[config.mk]
export PLATFORM = sky130hd
export DESIGN_NAME = hazard_ctrl
export DESIGN_NICKNAME = d
export VERILOG_FILES = /design/src/rtl/hazard_ctrl_pkg.sv /design/src/rtl/hazard_ctrl_fwd_sel.sv /design/src/rtl/hazard_ctrl.sv
export SDC_FILE = /design/constraint.sdc
export NUM_CORES = 1
export LEC_CHECK = 0
export ABC_CLOCK_PERIOD_IN_PS = 3600
export BUFFER_PORTS_ARGS = -buffer_cell sky130_fd_sc_hd__buf_4
export CORE_ASPECT_RATIO = 1.2
export CORE_UTILIZATION = 54
export CTS_BUF_LIST = sky130_fd_sc_hd__clkbuf_4
export CTS_CLUSTER_DIAMETER = 50
export DETAILED_ROUTE_END_ITERATION = 8
export GPL_TIMING_DRIVEN = 0
export PLACE_DENSITY = 0.91
export SLEW_MARGIN = 40
export SYNTH_ARGS = -nofsm -noshare
export SYNTH_HDL_FRONTEND = slang
export SYNTH_HIERARCHICAL = 1
export SYNTH_SLANG_ARGS = --single-unit
[constraint.sdc]
create_clock -name clk -period 3.6 [get_ports clk]
set_input_delay 0.36 -clock clk [delete_from_list [all_inputs] [get_ports clk]]
set_output_delay 0.36 -clock clk [all_outputs]
set_load 0.005 [all_outputs]
[src/rtl/hazard_ctrl_pkg.sv]
// Shared types for the RV32I pipeline hazard controller.
// Holds the FSM state encoding, the forwarding selects and the register-match helper.
package hazard_ctrl_pkg;

   localparam int REG_W   = 5;
   localparam int NUM_OPS = 2;

   typedef enum logic {RUN = 1'b0, MEM_WAIT = 1'b1} ctrl_state_t;

   typedef enum logic [1:0] {
      FWD_RF  = 2'b00,
      FWD_WB  = 2'b01,
      FWD_MEM = 2'b10
   } fwd_sel_t;

   // A later-stage writer as seen by the forwarding logic
   typedef struct packed {
      logic [REG_W-1:0] rd;
      logic             we;
   } wr_src_t;

   // x0 is never a real producer, so it never matches
   function automatic logic reg_hit(input wr_src_t src, input logic [REG_W-1:0] rs);
      return src.we && (src.rd != '0) && (src.rd == rs);
   endfunction

endpackage

[src/rtl/hazard_ctrl_fwd_sel.sv]
// EX operand forwarding select for one source operand.
// The MEM-stage result is younger than the WB-stage result, so it wins on a double match.
module fwd_sel
   import hazard_ctrl_pkg::*;
(
   input  logic [REG_W-1:0] rs_e,
   input  wr_src_t          mem_src,
   input  wr_src_t          wb_src,
   output fwd_sel_t         sel
);

   always_comb begin
      sel = FWD_RF;
      if (reg_hit(mem_src, rs_e))
         sel = FWD_MEM;
      else if (reg_hit(wb_src, rs_e))
         sel = FWD_WB;
   end

endmodule

[src/rtl/hazard_ctrl.sv]
// Pipeline hazard controller for the 5-stage RV32I core: stall/flush generation,
// EX forwarding, data-memory wait freeze with timeout flag, and stall/flush counters.
module hazard_ctrl
   import hazard_ctrl_pkg::*;
#(
   parameter int MEM_TIMEOUT = 256,
   parameter int CNT_W       = 32
) (
   input  logic             clk,
   input  logic             rst,
   input  logic [REG_W-1:0] Rs1_D,
   input  logic [REG_W-1:0] Rs2_D,
   input  logic [REG_W-1:0] Rs1_E,
   input  logic [REG_W-1:0] Rs2_E,
   input  logic [REG_W-1:0] Rd_E,
   input  logic [REG_W-1:0] Rd_M,
   input  logic [REG_W-1:0] Rd_W,
   input  logic             RegWrite_M,
   input  logic             RegWrite_W,
   input  logic             MemRead_E,
   input  logic             PCSrc_E,
   input  logic             MemReq_M,
   input  logic             MemReady_M,
   output logic             Stall_F,
   output logic             Stall_D,
   output logic             Stall_E,
   output logic             Stall_M,
   output logic             Flush_D,
   output logic             Flush_E,
   output logic             Flush_W,
   output logic [1:0]       ForwardA_E,
   output logic [1:0]       ForwardB_E,
   output logic             mem_timeout,
   output logic [CNT_W-1:0] stall_cnt,
   output logic [CNT_W-1:0] flush_cnt
);

   localparam int WAIT_W = $clog2(MEM_TIMEOUT + 1);

   ctrl_state_t                   state, state_nxt;
   logic [WAIT_W-1:0]             wait_cnt;
   logic                          freeze, load_use;
   logic [NUM_OPS-1:0][REG_W-1:0] rs_e;
   fwd_sel_t                      fwd [NUM_OPS];
   wr_src_t                       mem_src, wb_src;

   assign rs_e    = {Rs2_E, Rs1_E};
   assign mem_src = '{rd: Rd_M, we: RegWrite_M};
   assign wb_src  = '{rd: Rd_W, we: RegWrite_W};

   for (genvar g = 0; g < NUM_OPS; g++) begin : g_fwd
      fwd_sel u_fwd_sel (
         .rs_e    (rs_e[g]),
         .mem_src (mem_src),
         .wb_src  (wb_src),
         .sel     (fwd[g])
      );
   end

   // A request that completes in its first cycle never freezes the pipe
   assign freeze   = (MemReq_M || state == MEM_WAIT) && !MemReady_M;
   assign load_use = MemRead_E && (Rd_E != '0) && (Rd_E == Rs1_D || Rd_E == Rs2_D);

   always_ff @(posedge clk or posedge rst) begin
      if (rst) state <= RUN;
      else     state <= state_nxt;
   end

   always_comb begin
      state_nxt  = state;
      Stall_F    = 1'b0;
      Stall_D    = 1'b0;
      Stall_E    = 1'b0;
      Stall_M    = 1'b0;
      Flush_D    = 1'b0;
      Flush_E    = 1'b0;
      Flush_W    = 1'b0;
      ForwardA_E = FWD_RF;
      ForwardB_E = FWD_RF;
      if (!rst) begin
         case (state)
            RUN:      if (MemReq_M && !MemReady_M) state_nxt = MEM_WAIT;
            MEM_WAIT: if (MemReady_M) state_nxt = RUN;
            default:  state_nxt = RUN;
         endcase
         ForwardA_E = fwd[0];
         ForwardB_E = fwd[1];
         // Branch and load-use stay pending under a freeze and act on the ready cycle
         if (freeze) begin
            Stall_F = 1'b1;
            Stall_D = 1'b1;
            Stall_E = 1'b1;
            Stall_M = 1'b1;
            Flush_W = 1'b1;
         end else if (PCSrc_E) begin
            Flush_D = 1'b1;
            Flush_E = 1'b1;
         end else if (load_use) begin
            Stall_F = 1'b1;
            Stall_D = 1'b1;
            Flush_E = 1'b1;
         end
      end
   end

   always_ff @(posedge clk or posedge rst) begin
      if (rst) begin
         wait_cnt    <= '0;
         mem_timeout <= 1'b0;
         stall_cnt   <= '0;
         flush_cnt   <= '0;
      end else begin
         // Held at zero in RUN so every wait starts counting from zero
         if (state == RUN) begin
            wait_cnt <= '0;
         end else if (!MemReady_M && wait_cnt != WAIT_W'(MEM_TIMEOUT)) begin
            wait_cnt <= wait_cnt + WAIT_W'(1);
            if (wait_cnt == WAIT_W'(MEM_TIMEOUT - 1)) mem_timeout <= 1'b1;
         end
         if (Stall_F) stall_cnt <= stall_cnt + CNT_W'(1);
         if (Flush_E) flush_cnt <= flush_cnt + CNT_W'(1);
      end
   end

endmodule

==> After elaboration in Yosys (flattened, before gate mapping) <==
Cells that the tools add are included.
{ "classes": {"bitwise": 1, "n_reduce_logical": 18, "muxes": 23, "n_addsub": 3, "eq_ne": 9} }
{ "op_table": {"columns": ["op", "n"], "rows": [
  ["$add A32 B1 Y32 const B", 2],
  ["$eq A5 B5 Y1", 6],
  ["$mux W9", 2],
  ["$mux W1", 16],
  ["$reduce_bool A5 Y1", 3],
  ["$logic_and A1 B1 Y1", 11],
  ["$add A9 B1 Y9 const B", 1],
  ["$eq A9 B8 Y1 const B", 1],
  ["$ne A9 B9 Y1 const B", 1],
  ["$mux W2", 4],
  ["$reduce_and A3 Y1", 1],
  ["$logic_or A1 B1 Y1", 2],
  ["$ne A2 B1 Y1 const B", 1],
  ["$pmux W1 S2", 1],
  ["$logic_not A1 Y1", 1],
  ["$not A1 Y1", 1]
]} }
{ "totals": {"elab_cells": 59, "out_inout_bits": 76, "regBits": 75, "input_bits": 43} }

==> Longest topological paths before layout <==
Gate-level depths: netlist (run 1).
{ "depth": {"ltp_word": 7, "ltp_mapped": 8, "ltp_nobuf": 7} }

==> Cells and area by module <==
Netlist (run 1), hierarchy kept.
{ "by_module_without_submodules": {"columns": ["mod", "n_inst", "area_each_um2", "cells_per_inst", "seq_area_each_um2"], "rows": [
  ["hazard_ctrl", 1, 3717.3, 356, 1876.8],
  ["fwd_sel", 2, 151.4, 20, 0.0]
]} }

==> Worst setup path before layout (run 1) <==
No wires, ideal clock.
{ "synth_path": {"kind": "input to register", "from": "input port rst", "to": "register flush_cnt[24]", "cell_stages": 7, "slack_ns": 0.248, "arrival_ns": 3.228, "n_path_buf": 2, "path_cell_list": "clkbuf_1 inv_1 and3_1 a31o_2 clkbuf_1 nand4_1 xnor2_1"} }
{ "synth_via": {"elab_chain_cells": 1} }
{ "synth_lines": {"columns": ["item", "line_no", "text"], "rows": [
  ["start, declared", "hazard_ctrl.sv:10", "input logic rst,"],
  ["$mux W1", "hazard_ctrl.sv:80", "if (!rst) begin"],
  ["end signal, assigned", "hazard_ctrl.sv:121", "if (Flush_E) flush_cnt <= flush_cnt + CNT_W'(1);"],
  ["end, declared", "hazard_ctrl.sv:35", "output logic [CNT_W-1:0] flush_cnt"]
]} }
No other way between the ends.
A chain may end at the register's enable or synchronous reset.

==> Worst setup path in the final report (run 1) <==
{ "layout_path": {"from": "input port rst", "to": "output port Flush_E"} }
{ "layout_via": {"elab_chain_cells": 1} }
{ "layout_lines": {"columns": ["item", "line_no", "text"], "rows": [
  ["$mux W1", "hazard_ctrl.sv:80", null],
  ["end, declared", "hazard_ctrl.sv:29", "output logic Flush_E,"]
]} }
No other way between the ends.

==> impl_metrics.ini, run 1 <==
[status]
outcome = finished clean

[route]
first_iter_violations = 188
drc = 0
avgViaCountPerCell = 5.59
firstDrtPassIters = 4
num_vias = 3468
drt-total-wl_um = 9700
wire_per_inst_um = 15.6
ant_nets = 0

[placement]
place_congestion = 0.869
place_area_um2 = 5040
placedCellCount = 605
dpl.hpwl_um = 7270
io_buffers = 118

[global_routing]
antenna_found_initial = 0
grt_pass1_vias = 3278
track_usage_pct = 25.7
grt_pass1_wl_um = 15200
grt_max_degree = 45
grt.overflow.total = 0

[critical_path]
crit_top_cell = buf_4
start_kind = input pin
r2r_start = state$_DFFE_PP0N_
path_class = in2out
required_ns = 3.24
arrival_ns = 2.21
critPathBufInv = 6
cp_top_family = buffers and inverters
crit_slowest_cell = clkbuf_1
max_stage_delay_ns = 0.43
crit_chain = buf_4 -> clkbuf_1 -> inv_6 -> buf_12 -> and3_1 -> a31o_2 -> buf_2 -> buf_4
critPathLaunch = rst
crit_fanout = 44
critPathCaptureType = primary output

[timing]
setup_viol = 0
skew_ns = 0.0137
period_needed_ns = 2.57
fin_tns_setup_ns = 0
max_freq_mhz = 389
finalMaxSlewViolations = 0
period_share_pct = 71.4
worstMarginPinSlew_ns = 0.716
hold_viol = 0
slew-limit-headroom_pct = 51.9
rsz0062_at_grt = false

[cts]
htreeDepth = 3
cts_made_buffers = 9
cts_setup_buffers = 0
cts-root-buf = clkbuf_4
cts_buffer_depth = 2
clk_latency_ns = 0.41
cts_resized = 0
hold_buffers = 0
cts.sinks = 75
path_clk_slew_ns = 0.11
cts_tree = done

[power_and_ir_drop]
internal-power_w = 0.00124
clockPowerShare_pct = 22.2
fin_total_pwr_w = 0.00177
swShare_pct = 30.2
ir_drop_uv = 294
switchingPower_w = 0.000535
seqPwrFrac_pct = 56.2
pwr-share-comb_pct = 21.6
cellPowerDensity_nw_per_um2 = 345
p_leak_nw = 2.47

[finish]
final_cell_mix = buf_4 (122), dfrtp_1 (75), xnor2_1 (65)
areaGrowthSynthToFinish_pct = 27.7
instances_no_fill = 620
multiInputGateArea_um2 = 2040
drive_gt1_share_pct = 28.1
diodes = 0
nFillCells = 534
final_common_cell = buf_4
finalNetCount = 574
finish.instance_area_um2 = 5130
seq_area_um2 = 1880

[die]
core_area_um2 = 7230
die_h_um = 96.5
die-area_um2 = 7800
die_w_um = 80.8
fp-row-count = 34
io_pins = 119
start_util_pct = 55.6

[logic_synthesis]
yosys_warnings = 6
ys_seq_area_share_pct = 46.7
syn_inst = 396
yosysUniqueCellTypes = 42
avgSynthCellArea_um2 = 10.2
synth-seq-cells = 75
synth_area_um2 = 4020
syn_nets = 444

[worst_hold_path]
min_path_type = in2async

[job]
maxCapViolCount = 0
## path summary, 6_finish.rpt
check / end / slack [ns] / cells past startpoint
setup / recovery: Flush_E / 1.03 / 8
hold / removal: flush_cnt[0]$_DFFE_PP0P_ / 0.26 / 3
setup reg to reg: flush_cnt[8]$_DFFE_PP0P_ / 1.49 / 7
hold reg to reg: stall_cnt[31]$_DFFE_PP0P_ / 0.49 / 1
max in group asynchronous: stall_cnt[19]$_DFFE_PP0P_ / 2.82 / 4
min in group clk: wait_cnt[4]$_DFFE_PP0P_ / 0.42 / 4
## sequential cells by signal, indices dropped and copies added (netlist names)
signal	cells
mem_timeout	1
stall_cnt	32
state	1
flush_cnt	32
wait_cnt	9
## cells by family (layout without fill, tap and decap cells)
family,after synthesis,after routing,share of synthesized area [%]
compound gates,19,19,4.20
xor+xnor,93,93,20.3
fa+ha+maj,5,5,1.56
buf+inv,20,154,2.55
flops,75,75,46.7
mux,1,1,0.280
simple gates,183,183,24.5
## cell type report
type	instances	share of cell area, %
clock buffer	9	1.32
buffer	12	1.36
multi-input combinational	301	39.7
inverter	8	0.731
clock inverter	6	0.463
timing repair buffer	119	17.6
tap	90	2.19
sequential	75	36.5
## Yosys cell counts, drive strengths merged
| cell type | count | area [um^2] |
|---|---|---|
| a211oi | 2 | 25.0 |
| a21boi | 1 | 7.51 |
| a21o | 1 | 7.51 |
| a21oi | 5 | 36.3 |
| a31o | 2 | 17.5 |
| a41oi | 1 | 8.76 |
| and2 | 7 | 43.8 |
| and3 | 18 | 113 |
| and4 | 2 | 17.5 |
| buf | 7 | 51.3 |
| clkbuf | 5 | 18.8 |
| dfrtp | 75 | 1880 |
| ha | 5 | 62.6 |
| inv | 8 | 32.5 |
| mux2 | 1 | 11.3 |
| nand2 | 36 | 135 |
| nand3 | 29 | 145 |
| nand3b | 1 | 7.51 |
| nand4 | 25 | 156 |
| nand4b | 2 | 17.5 |
| nor2 | 19 | 71.3 |
| nor2b | 5 | 31.3 |
| nor3 | 19 | 105 |
| nor3b | 4 | 35.0 |
| nor4 | 9 | 56.3 |
| o211a | 1 | 10.0 |
| o21a | 1 | 7.51 |
| o21ai | 2 | 10.0 |
| o22ai | 1 | 6.26 |
| o41ai | 2 | 32.5 |
| or2 | 1 | 6.26 |
| or3 | 4 | 25.0 |
| or4 | 1 | 7.51 |
| or4b | 1 | 10.0 |
| xnor2 | 65 | 569 |
| xor2 | 28 | 245 |
## per-layer routing
metal	global-route usage [%]	share of wire (%)
met1	30.1	40
met2	46.0	51
met3	5.82	7.3
met4	9.38	2.0
met5	0	0
## power groups by stage
stage	Combinational, W	Sequential (W)	Clock [W]
floorplan	0.000176	0.000998	0
global placement	0.000367	0.00101	0
detailed placement	0.000382	0.00101	0
CTS	0.000385	0.000993	0.000405
global route	0.000422	0.00101	0.000436
finish	0.000382	0.000995	0.000392
## stage by stage
step / setup slack [ns] / utilization (%) / hold WS [ns]
finish: 1.03 / 71.0 / 0.256
global route: 0.847 / 71.0 / 0.278
CTS: 0.979 / 71.0 / 0.253
detailed placement: 0.863 / 69.7 / 0.475
global placement: -0.767 / 69.4 / 0.464
floorplan: 0.248 / - / 0.466
## worst reg2reg max path, delay by kind of cell, from the launching register on
kind	cells	cell delay (ns)
compound gates	1	0.18
flops	1	0.42
buf+inv	1	0.40
xor+xnor	1	0.18
simple gates	4	0.82
(Power assumes the default switching activity.)
==> run 2, diff against run 1 <==
Settings changed: ABC_AREA set to 1, ABC_CLOCK_PERIOD_IN_PS 3600 to 2600, CORE_UTILIZATION 54 to 57.
Clock period 3.6 ns to 2.6 ns, I/O delays scaled along.
==> impl_metrics.ini, run 2 <==
[status]
outcome = finished clean

[finish]
drive_gt1_share_pct = 16.7
finalNetCount = 1076
diodes = 0
reg_top3 = flush_cnt x32, stall_cnt x32, wait_cnt x9
finish.instance_area_um2 = 6840
instances_no_fill = 1156
final_cell_mix = nand2_1 (366), buf_4 (124), inv_1 (101)
areaGrowthSynthToFinish_pct = 21.6
final_common_cell = nand2_1

[global_routing]
grt_pass1_vias = 5878
antenna_found_initial = 0
track_usage_pct = 30.8
grt_max_degree = 73
grt_pass1_wl_um = 25700
grt.overflow.total = 0

[timing]
period_share_pct = 93.0
max_freq_mhz = 414
worstMarginPinSlew_ns = 0.622
hold_viol = 0
finalMaxSlewViolations = 0
rsz0062_at_grt = false
hold_ws_ns = 0.214
fin_tns_setup_ns = 0
slew-limit-headroom_pct = 58.5
skew_ns = 0.0188
setup_viol = 0
period_needed_ns = 2.42

[route]
num_vias = 6057
first_iter_violations = 270
drt-total-wl_um = 14800
ant_nets = 0
firstDrtPassIters = 5
avgViaCountPerCell = 5.24
drc = 0
wire_per_inst_um = 12.8

[critical_path]
crit_fanout = 10
path_class = reg2out
critPathCaptureType = primary output
arrival_ns = 2.16
start_kind = register
required_ns = 2.34

[power_and_ir_drop]
clockPowerShare_pct = 27.1
cellPowerDensity_nw_per_um2 = 397
p_leak_nw = 3.61
switchingPower_w = 0.000897
swShare_pct = 33.1
pwr-share-comb_pct = 22.7
internal-power_w = 0.00182
seqPwrFrac_pct = 50.3
ir_drop_uv = 301

[logic_synthesis]
synth-compound-area-share_pct = 2.78
synth_mux_area_share_pct = 0
yosys_warnings = 6
synthXorXnorAreaFrac_pct = 5.76
syn_nets = 946
yosys.area_share.simple_pct = 47.0
synth_ff_type = dfrtp_1
avgSynthCellArea_um2 = 6.26
yosysUniqueCellTypes = 30
yosysTopAreaCellShare_pct = 33.4
yosys.cell_count.top_type = nand2_1
synth_top_area_cell = dfrtp_1
synth-seq-cells = 75
syn_inst = 898
synth_fa_ha_area_share_pct = 1.11
synth_area_um2 = 5620
synth_top_family_by_area = simple AND/OR/NAND/NOR gates
synthTopCellsByArea = dfrtp_1 (33%), nand2_1 (24%), nand3_1 (8.4%)
ys_seq_area_share_pct = 33.4
synth_edf_count = 0
netlist_top_cells_count = nand2_1 (366), inv_1 (101), nand3_1 (94), nor2_1 (90), dfrtp_1 (75)
synthArstFlopShare_pct = 100

[cts]
cts_setup_buffers = 0
hold_buffers = 0
cts_buffer_depth = 2
cts-root-buf = clkbuf_4
cts_made_buffers = 9
path_clk_slew_ns = 0.14
cts_tree = done
cts.sinks = 75
htreeDepth = 3
clk_latency_ns = 0.43
cts_resized = 0

[placement]
io_buffers = 118
place_area_um2 = 6700
dpl.hpwl_um = 11600
place_congestion = 0.968
placedCellCount = 1140

[job]
maxCapViolCount = 0

[die]
fp-row-count = 39
io_pins = 119
start_util_pct = 58.8
die-area_um2 = 10300
core_area_um2 = 9560
die_h_um = 111
die_w_um = 92.7

[worst_hold_path]
min_path_type = in2reg
run 2: critical path, stage by stage, from the launching register on:
cell and delay (ns):
dfrtp_1 0.45, o21ai_0 0.32, nand2_1 0.19, nand2_2 0.22
buf_4 0.22, inv_1 0.08, buf_4 0.13, buf_4 0.12
run 2: final timing paths:
check / endpoint / depth (start not counted) / startpoint / slack (ns)
max: Stall_F / 7 / state$_DFFE_PP0N_ / 0.18
min: wait_cnt[4]$_DFFE_PP0P_ / 4 / MemReady_M / 0.21
max reg2reg: stall_cnt[16]$_DFFE_PP0P_ / 7 / stall_cnt[0]$_DFFE_PP0P_ / 0.60
min reg2reg: mem_timeout$_DFFE_PP0P_ / 1 / mem_timeout$_DFFE_PP0P_ / 0.47
max in group asynchronous: wait_cnt[5]$_DFFE_PP0P_ / 5 / rst / 1.49
min in group asynchronous: state$_DFFE_PP0N_ / 4 / rst / 0.52
run 2: power groups by stage:
| stage | registers [W] | clock network [W] | logic (W) |
|---|---|---|---|
| floorplan | 0.00137 | 0 | 0.000338 |
| global placement | 0.00138 | 0 | 0.000590 |
| detailed placement | 0.00139 | 0 | 0.000617 |
| CTS | 0.00137 | 0.000737 | 0.000619 |
| global route | 0.00138 | 0.000783 | 0.000701 |
| finish | 0.00136 | 0.000734 | 0.000614 |
run 2: stage by stage:
step / total power (W) / setup WS, ns / utilization [%]
global placement: 0.00197 / -0.363 / 69.7
CTS: 0.00272 / 0.190 / 71.5
global route: 0.00287 / 0.0727 / 71.5
detailed placement: 0.00200 / 0.622 / 70.0
floorplan: 0.00170 / 0.454 / -
finish: 0.00271 / 0.183 / 71.5
run 2: routing by layer:
metal	track usage (%)	share of wire, %
met5	0	0
met4	14.9	4.5
met3	4.53	5.0
met2	54.6	50
met1	35.7	40
run 2: cell type report:
type                            instances  area (um^2)
Timing Repair Buffer                  119          913
Buffer                                 22          168
Multi-Input combinational cell        694         3190
Tap cell                              123          154
Fill cell                             865         2730
Inverter                              107          402
Clock buffer                            9         67.6
Clock inverter                          7         68.8
Sequential cell                        75         1880
run 2: cell families after synthesis:
logic type | after synthesis
AOI/OAI and AO/OA | 28
xor gates and xnor gates | 37
adders and majority gates | 5
buffers and inverters | 129
DFF | 75
and+or+nand+nor | 624
==> run 3, diff against run 2 <==
Settings changed: SYNTH_HIERARCHICAL 1 to not set.
==> impl_metrics.ini, run 3 <==
[status]
outcome = finished clean

[logic_synthesis]
synth_area_um2 = 5490
syn_inst = 836
synth_top_area_cell = dfrtp_1
netlist_top_cells_count = nand2_1 (332), nand3_1 (91), nor2_1 (85), dfrtp_1 (75), inv_1 (70)
yosys.cell_count.top_type = nand2_1
synth_ff_type = dfrtp_1
yosysTopAreaCellShare_pct = 34.2
synth_edf_count = 0
syn_nets = 884
yosys_warnings = 0
synthArstFlopShare_pct = 100
yosysUniqueCellTypes = 30
avgSynthCellArea_um2 = 6.57
synthTopCellsByArea = dfrtp_1 (34%), nand2_1 (23%), nand3_1 (8.3%)
ys_seq_area_share_pct = 34.2
synth-seq-cells = 75

[power_and_ir_drop]
seqPwrFrac_pct = 53.1
clockPowerShare_pct = 24.0
swShare_pct = 33.1
switchingPower_w = 0.000868
p_leak_nw = 3.47
ir_drop_uv = 346
internal-power_w = 0.00176
pwr-share-comb_pct = 23.0
cellPowerDensity_nw_per_um2 = 394

[global_routing]
grt_pass1_wl_um = 24800
grt_pass1_vias = 5511
track_usage_pct = 31.2
grt.overflow.total = 0
grt_max_degree = 62
antenna_found_initial = 1

[placement]
place_congestion = 0.977
io_buffers = 117
placedCellCount = 1074
dpl.hpwl_um = 11600

[job]
maxCapViolCount = 0

[cts]
cts.sinks = 75
cts_buffer_depth = 2
path_clk_slew_ns = 0.12
cts-root-buf = clkbuf_4
clk_latency_ns = 0.44
hold_buffers = 0
cts_made_buffers = 9
htreeDepth = 3
cts_setup_buffers = 0
cts_resized = 0
cts_tree = done

[route]
avgViaCountPerCell = 5.38
firstDrtPassIters = 5
wire_per_inst_um = 13.6
num_vias = 5871
first_iter_violations = 332
ant_nets = 0
drt-total-wl_um = 14900
drc = 0

[critical_path]
r2r_slack_ns = 0.48
critPathCaptureType = primary output
endpoint = Stall_F
arrival_ns = 1.99
max_stage_delay_ns = 0.41
critPathLaunch = state$_DFFE_PP0N_
start_kind = register
required_ns = 2.34
path_class = reg2out
r2r_cells = 8
crit_fanout = 10
r2r_start = stall_cnt[0]$_DFFE_PP0P_
r2r_end = stall_cnt[16]$_DFFE_PP0P_
crit_slowest_cell = dfrtp_1
crit_chain = o21ai_1 -> nand2_2 -> nand2_2 -> buf_6 -> inv_1 -> buf_4 -> buf_4

[timing]
finalMaxSlewViolations = 0
slew-limit-headroom_pct = 63.4
skew_ns = 0.0129
fin_tns_setup_ns = 0
hold_ws_ns = 0.0655
max_freq_mhz = 445
hold_viol = 0
rsz0062_at_grt = false
period_share_pct = 86.4
period_needed_ns = 2.25
worstMarginPinSlew_ns = 0.549
setup_viol = 0

[finish]
seq_area_um2 = 1880
instances_no_fill = 1091
multiInputGateArea_um2 = 3180
final_common_cell = nand2_1
nFillCells = 785
post-route-util_pct = 72.7
drive_gt1_share_pct = 17.8
finalNetCount = 1013
reg_top3 = flush_cnt x32, stall_cnt x32, wait_cnt x9
areaGrowthSynthToFinish_pct = 21.4
final_cell_mix = nand2_1 (332), buf_4 (123), nand3_1 (91)

[die]
core_area_um2 = 9180
die-area_um2 = 10000
io_pins = 119
start_util_pct = 59.8
fp-row-count = 38
die_w_um = 91.6
die_h_um = 110

[worst_hold_path]
min_path_type = in2async
## run 3: cell count changes after synthesis, sizes merged, moves of 4 or more
cell and change:
nand2 -34, inv -33, xnor2 +19, nor3 -18, nand4 +8, o21ai -6
clkbuf +4
## run 3: cells by family after synthesis
kind of cell	Yosys count	synth area share (%)
AOI/OAI and AO/OA	18	1.82
xor gates and xnor gates	55	8.77
adders and majority gates	5	1.14
and+or+nand+nor	586	46.1
DFF	75	34.2
buffers and inverters	97	7.95
## run 3: worst min-delay path by stage
| stage | slack, ns | depth (start not counted) | endpoint |
|---|---|---|---|
| floorplan | 0.46 | 2 | mem_timeout$_DFFE_PP0P_ |
| global route | 0.09 | 3 | flush_cnt[25]$_DFFE_PP0P_ |
| global placement | 0.45 | 2 | mem_timeout$_DFFE_PP0P_ |
| CTS | 0.05 | 3 | wait_cnt[8]$_DFFE_PP0P_ |
| finish | 0.07 | 3 | flush_cnt[4]$_DFFE_PP0P_ |
| detailed placement | 0.45 | 2 | mem_timeout$_DFFE_PP0P_ |
## run 3: cell type report
cell class                 count  area share [%]
multi-input combinational    664            47.7
antenna                        1          0.0375
tap                          120            2.25
timing repair buffer         118            13.6
sequential                    75            28.1
inverter                      74            4.17
buffer                        23            2.53
clock buffer                  12            1.35
clock inverter                 4           0.263
## run 3: power by group through the flow
stage / Sequential [W] / Clock, W / Combinational [W]
6_report: 0.00139 / 0.000630 / 0.000603
5_1_grt: 0.00141 / 0.000674 / 0.000669
4_1_cts: 0.00139 / 0.000633 / 0.000607
3_5_place_dp: 0.00141 / 0 / 0.000606
3_3_place_gp: 0.00141 / 0 / 0.000575
2_1_floorplan: 0.00138 / 0 / 0.000328
## run 3: layer usage
metal	wire length, um	vias to the layer above	track usage [%]
li1	-	2906	-
met1	5750	2638	34.8
met2	7460	274	57.1
met3	1030	53	4.63
met4	636	0	17.6
met5	0	-	0
## run 3: stage by stage
| step | worst slack, ns | cell area [um^2] | power, W |
|---|---|---|---|
| after global placement | 0.0518 | 6520 | 0.00198 |
| after CTS | 0.341 | 6670 | 0.00263 |
| after global routing | 0.226 | 6670 | 0.00275 |
| after floorplan | 0.626 | 5490 | 0.00171 |
| final | 0.352 | 6670 | 0.00263 |
| after detailed placement | 0.582 | 6560 | 0.00202 |
## run 3: worst max-delay path: cells and delay by family, from the launching register on
family,cells,cell delay (ns)
AND/OR/NAND/NOR,2,0.40
flip-flops,1,0.41
buffers and inverters,4,0.48
AO/OA/AOI/OAI,1,0.28
